**src/rtl/inv_col_transpose_buf.sv**
```systemverilog
// Column-in / row-out complex matrix buffer.
// Captures SIZE columns into a SIZE x SIZE register array, then serves whole rows on a
// request/response port until the consumer releases the matrix. No arithmetic is performed.
module inv_col_transpose_buf #(
  parameter int unsigned SIZE  = 4,
  parameter int unsigned WIDTH = 64,
  localparam int unsigned AW   = (SIZE > 1) ? $clog2(SIZE) : 1,
  localparam int unsigned EW   = 2 * WIDTH
) (
  input  logic                     clk_i,
  input  logic                     rst_ni,
  input  logic                     flush_i,
  input  logic [SIZE-1:0][EW-1:0]  col_i,
  input  logic [AW-1:0]            col_addr_i,
  input  logic                     col_valid_i,
  output logic                     col_ready_o,
  output logic                     full_o,
  input  logic                     release_i,
  input  logic [AW-1:0]            row_read_addr_i,
  input  logic                     row_read_valid_i,
  output logic                     row_read_ready_o,
  output logic [SIZE-1:0][EW-1:0]  row_o,
  output logic [AW-1:0]            row_addr_o,
  output logic                     row_valid_o,
  input  logic                     row_out_ready_i
);

  typedef enum logic {StFill, StFull} state_e;

  state_e                r_state;
  logic [SIZE-1:0]       r_written;
  logic [EW-1:0]         r_mem [SIZE][SIZE];
  logic [SIZE-1:0][EW-1:0] r_row;
  logic [AW-1:0]         r_row_addr;
  logic                  r_row_valid;

  logic                  w_col_addr_ok;
  logic                  w_row_addr_ok;
  logic                  w_col_acc;
  logic                  w_rd_acc;
  logic [SIZE-1:0]       w_written_nxt;

  // Address range checks only matter for non-power-of-2 SIZE.
  assign w_col_addr_ok = ({1'b0, col_addr_i} < (AW+1)'(SIZE));
  assign w_row_addr_ok = ({1'b0, row_read_addr_i} < (AW+1)'(SIZE));

  assign col_ready_o      = (r_state == StFill);
  assign full_o           = (r_state == StFull);
  assign row_read_ready_o = full_o && (!r_row_valid || row_out_ready_i);

  assign w_col_acc     = !flush_i && col_valid_i && col_ready_o && w_col_addr_ok;
  assign w_rd_acc      = !flush_i && row_read_valid_i && row_read_ready_o && w_row_addr_ok;
  assign w_written_nxt = r_written | (SIZE'(1) << col_addr_i);

  assign row_o       = r_row;
  assign row_addr_o  = r_row_addr;
  assign row_valid_o = r_row_valid;

  // Storage: an accepted column lands transposed, element k going to row k.
  always_ff @(posedge clk_i or negedge rst_ni) begin
    if (!rst_ni) begin
      for (int r = 0; r < SIZE; r++) begin
        for (int c = 0; c < SIZE; c++) begin
          r_mem[r][c] <= '0;
        end
      end
    end else if (w_col_acc) begin
      for (int k = 0; k < SIZE; k++) begin
        r_mem[k][col_addr_i] <= col_i[k];
      end
    end
  end

  // Fill/full control, column mask and the registered row output.
  always_ff @(posedge clk_i or negedge rst_ni) begin
    if (!rst_ni) begin
      r_state     <= StFill;
      r_written   <= '0;
      r_row       <= '0;
      r_row_addr  <= '0;
      r_row_valid <= 1'b0;
    end else if (flush_i) begin
      // mem and the last row data are deliberately kept.
      r_state     <= StFill;
      r_written   <= '0;
      r_row_valid <= 1'b0;
    end else begin
      if (r_row_valid && row_out_ready_i) begin
        r_row_valid <= 1'b0;
      end
      case (r_state)
        StFill: begin
          if (w_col_acc) begin
            r_written <= w_written_nxt;
            if (&w_written_nxt) begin
              r_state <= StFull;
            end
          end
        end
        StFull: begin
          if (w_rd_acc) begin
            r_row_valid <= 1'b1;
            r_row_addr  <= row_read_addr_i;
            for (int c = 0; c < SIZE; c++) begin
              r_row[c] <= r_mem[row_read_addr_i][c];
            end
          end
          // Release only once any pending row has been handed over.
          if (release_i && !r_row_valid) begin
            r_state   <= StFill;
            r_written <= '0;
          end
        end
        default: r_state <= StFill;
      endcase
    end
  end

endmodule

```
**config.mk**
```make
export PLATFORM = sky130hd
export DESIGN_NAME = inv_col_transpose_buf
export DESIGN_NICKNAME = d
export VERILOG_FILES = /design/src/rtl/inv_col_transpose_buf.sv
export SDC_FILE = /design/constraint.sdc
export NUM_CORES = 2
export LEC_CHECK = 0
export CAP_MARGIN = 20
export CORE_UTILIZATION = 55
export DETAILED_ROUTE_END_ITERATION = 8
export PLACE_DENSITY = 0.82
export REMOVE_ABC_BUFFERS = 1
export SLEW_MARGIN = 20
export SYNTH_ARGS = -nofsm -noshare
export SYNTH_HDL_FRONTEND = slang
export SYNTH_SLANG_ARGS = --single-unit
```
**constraint.sdc**
```tcl
create_clock -name clk_i -period 5.8 [get_ports clk_i]
set_input_delay 0.58 -clock clk_i [delete_from_list [all_inputs] [get_ports clk_i]]
set_output_delay 0.58 -clock clk_i [all_outputs]
set_load 0.05 [all_outputs]
```
# Word-level counts from Yosys, hierarchy flattened
# Cells that the tools add are included.
totals:
  output_inout_bits: 518
  inputBits: 523
  regBits: 2568
op_classes:
  shift: 1
  mux: 22
  n_reduce_logical: 14
  n_bitwise: 5
  n_eq_ne: 2
  magnitude_cmp: 3
ops:
  columns: ["cell", "n"]
  rows:
  - ["bitwise mux 512 bit", 4]
  - ["binary-select mux 512 bit (select 2 bit)", 1]
  - ["2-to-1 mux 512 bit", 2]
  - ["demux 128 bit (select 2 bit)", 1]
  - ["2-to-1 mux 128 bit", 1]
  - ["2-to-1 mux 4 bit", 3]
  - ["logical AND 1 bit", 8]
  - ["2-to-1 mux 1 bit", 8]
  - ["case mux 4 bit (2 select lines)", 1]
  - ["greater-or-equal comparator 3 bit (second input constant)", 2]
  - ["!= test 3 x 2 -> 1 bit (second input constant)", 2]
  - ["NOT 2 -> 3 bit", 2]
  - ["OR 4 bit", 1]
  - ["AND reduction 4 bit", 1]
  - ["<< shifter 1 x 2 -> 4 bit (first input constant)", 1]
  - ["less-than comparator 3 x 1 -> 1 bit (second input constant)", 1]
  - ["AND reduction 3 bit", 1]
  - ["zero test 1 bit", 2]
  - ["NOT 1 bit", 2]
  - ["case mux 1 bit (2 select lines)", 1]
  - ["AND reduction 2 bit", 1]
  - ["logical OR 1 bit", 1]

# Longest topological paths before layout
depth:
  ltp_word: 7
  mapped_depth: 7
  mapped_depth_nobuf: 3

# Worst setup path before layout
# OpenSTA, ideal clock, no wires.
synth_path:
  kind: "input to register"
  start: "input row_read_addr_i[0]"
  end: "register r_row (netlist bit row_o[119])"
  arrival_ns: 2.152
  cell_stages: 4
  setup_ns: 0.125
  slack_ns: 3.523
  required_time_ns: 5.675
  cell_sequence: "clkbuf_1 -> buf_1 -> mux4_2 -> mux2_2"
synth_via:
  elab_chain_len: 4
synth_rtl:
  columns: ["element", "line", "source"]
  rows:
  - ["from (decl)", "19", "input logic [AW-1:0] row_read_addr_i,"]
  - ["NOT 2 -> 3 bit (implied by the code)", "105", "r_row[c] <= r_mem[row_read_addr_i][c];"]
  - ["binary-select mux 512 bit (select 2 bit)", "105", null]
  - ["2-to-1 mux 512 bit (2 in series)", null, null]
  - ["to (signal, indexed assignment)", "105", null]
  - ["to (decl)", "33", "logic [SIZE-1:0][EW-1:0] r_row;"]
# Every way passes these cells. The select of a mux whose other input is x is not followed.
# A chain may end at the register's enable or synchronous reset.

# Worst setup path after layout
layout_path:
  start: "register r_state, in the netlist full_o"
  end: "output row_read_ready_o"
layout_via:
  elab_chain_len: 1
layout_rtl:
  columns: ["element", "line", "source"]
  rows:
  - ["from (decl)", "30", "state_e r_state;"]
  - ["from (signal assigned)", "77", "r_state <= StFill;"]
  - ["from (signal assigned)", "84", "r_state <= StFill;"]
  - ["from (signal assigned)", "96", "r_state <= StFull;"]
  - ["logical AND 1 bit", "49", "assign row_read_ready_o = full_o && (!r_row_valid || row_out_ready_i);"]
  - ["to (decl)", "21", "output logic row_read_ready_o,"]
# Every way passes these cells.

==> metrics.yaml <==
synth:
  synth_edf_count: 0
  yosysTopAreaCellShare_pct: 60.1
  yosysWarnings: 0
  syn_inst: 6073
  yosysMostFrequentCell: "dfrtp_1"
  synth_seq_cells: 2568
  synth_area_leaders: "dfrtp_1 (60%), mux2_2 (22%), mux4_2 (11%), mux2_1 (5.1%), buf_2 (1.2%)"
  yosysTopAreaCell: "dfrtp_1"
  synth_ff_type: "dfrtp_1"
  syn-cell-area_um2: 107000
  yosys.cell_types.count: 33
  seq_area_frac_synth_pct: 60.1
  synth_async_sr_flop_share_pct: 100
  synth_common_cells: "dfrtp_1 (2,568), mux2_2 (2,083), mux4_2 (512)"
  syn_avg_cell_area_um2: 17.6
placement:
  place.gp.congestion: 0.850
  dpl.hpwl_um: 171000
  portBuffers: 1040
  preCtsSetupSlack_ps: 2280
grt:
  antenna_found_initial: 84
  track_usage_pct: 26.7
  grt_pass1_vias: 64100
  grt-ovfl-total: 0
  grt_pass1_wl_um: 401000
  grt_max_degree: 176
power_and_ir_drop:
  p_int_mw: 35.5
  switchingPower_mw: 10.8
  sequentialPowerShare_pct: 48.9
  ir_worst_vdd_mv: 0.280
  clkPwrFrac_pct: 37.6
  powerDensity_nw_per_um2: 360
  power.leakage_nw: 55.3
  combPwrFrac_pct: 13.5
  switching_share_pct: 23.4
routing:
  first_pass_iters: 7
  antenna_left: 0
  vias: 58700
  drt_wl_total_um: 260000
  drt_iter0_markers: 3161
  drt_drc_violations_left: 0
  wl_per_cell_um: 26.3
  avgViaCountPerCell: 5.94
clock_tree:
  clk_pin_slew_ps: 60
  cts.sinks: 2568
  cts_max_level: 5
  cts_buffer_depth: 4
  cts_resized: 0
  cts_tree: "yes"
  numCtsBuffers: 279
  insertion_delay_ps: 930
  cts-root-buf: "clkbuf_16"
  ctsHoldBuffers: 1
  post-cts-setup-buffers: 0
timing:
  fmax_mhz: 338
  period_share_pct: 51.0
  slew_viol_final: 0
  worstMarginPinSlew_ps: 1180
  setup_viol: 0
  rsz0062_at_grt: "false"
  hold_viol: 0
  fin_hold_ws_ps: 292
  min_period_ps: 2960
  setup_slack_ps: 2840
  final.setup.tns_ps: 0
  skew_ps: 46.1
  max-slew-margin-rel_pct: 21.1
hold_path:
  hold_path_class: "in2async"
setup_path:
  cp-end-kind: "output pin"
  worstPathMaxFanout: 10
  cp.arrival_ps: 2380
  worst_setup_path_start_kind: "flop"
  r2r_slack_ps: 2910
  path_class: "reg2out"
  timing.critical_path.required_ps: 5220
floorplanning:
  ioPinCount: 1041
  core_area_um2: 193000
  rows: 161
  die_area_um2: 196000
  die_y_um: 443
  initial_core_util_pct: 55.4
  die_x_um: 443
final_layout:
  fillers: 12700
  syn2layout_area_growth_pct: 20.6
  drive_gt1_share_pct: 42.8
  nets: 7618
flow_run:
  maxCapViolCount: 0
run_status:
  outcome: "finished clean"
[metrics by stage]
step                cells  util, %  area [µm²]  power, mW
finish               9876     66.9      129000       46.4
global route         9875     66.9      129000       48.2
CTS                  9810     66.8      129000       46.7
detailed placement   9339     62.1      120000       29.2
global placement     9338     62.1      120000       28.6
floorplan            5673        -      105000       27.4
[metal layers]
layer | wire length (µm) | part of all wire [%] | global-route usage [%]
met1 | 101000 | 39 | 33.5
met2 | 129000 | 50 | 42.4
met3 | 12200 | 4.7 | 5.20
met4 | 17900 | 6.9 | 18.1
met5 | 211 | 0.081 | 0
[placed cells by master (no fill, tap or decap), types with 5 or more instances in the layout]
cell type / count
clkinv_2: 32
clkdlybuf4s50_1: 1037
clkinv_4: 5
inv_6: 9
clkbuf_8: 57
clkinvlp_4: 6
buf_4: 56
bufinv_16: 15
clkbuf_16: 286
buf_12: 44
mux4_2: 512
clkbuf_1: 58
diode_2: 66
mux2_1: 480
dfrtp_1: 2568
mux2_2: 2083
[flip-flops by register name, summed over array words and instances, names as in the netlist]
name and cells:
r_mem 2048, row_o 512, r_written 4, row_addr_o 2, full_o 1, row_valid_o 1
[power by group through the flow]
stage / Sequential (mW) / Clock, mW / Combinational, mW
2_1_floorplan: 22.4 / 0 / 4.97
3_3_place_gp: 22.6 / 0 / 5.98
3_5_place_dp: 22.9 / 0 / 6.28
4_1_cts: 22.6 / 17.7 / 6.34
5_1_grt: 23.0 / 18.4 / 6.75
6_report: 22.7 / 17.4 / 6.25
[final timing paths]
path	from	endpoint	depth (start not counted)
setup / recovery	full_o$_DFF_PN0_	row_read_ready_o	2
max in group asynchronous	rst_ni	r_mem[1962]$_DFFE_PN0P_	4
hold / removal	rst_ni	row_o[343]$_DFFE_PN0P_	2
setup reg to reg	full_o$_DFF_PN0_	r_mem[857]$_DFFE_PN0P_	5
min in group clk_i	row_read_valid_i	row_valid_o$_DFF_PN0_	3
hold reg to reg	r_mem[661]$_DFFE_PN0P_	r_mem[661]$_DFFE_PN0P_	1
[cell families after synthesis]
family,share of synthesized area [%]
mux,37.8
flops,60.1
buf+inv,1.90
simple gates,0.122
compound gates,0.0796
[cell type report]
type / count / area (µm²) / area share [%]
flip-flops and latches: 2568 / 64300 / 49.8
clock buffers: 401 / 8160 / 6.33
repair buffers: 1141 / 11700 / 9.11
multi-input cells: 3103 / 40600 / 31.5
inverters: 2 / 7.51 / 0.00582
well taps: 2526 / 3160 / 2.45
diodes: 66 / 165 / 0.128
clock inverters: 69 / 806 / 0.625
[critical path, cell delays in order (launching register included)]
cell and delay [ps]:
dfrtp_1 500, and2_1 170, clkdlybuf4s50_1 790
(Power assumes the default switching activity.)
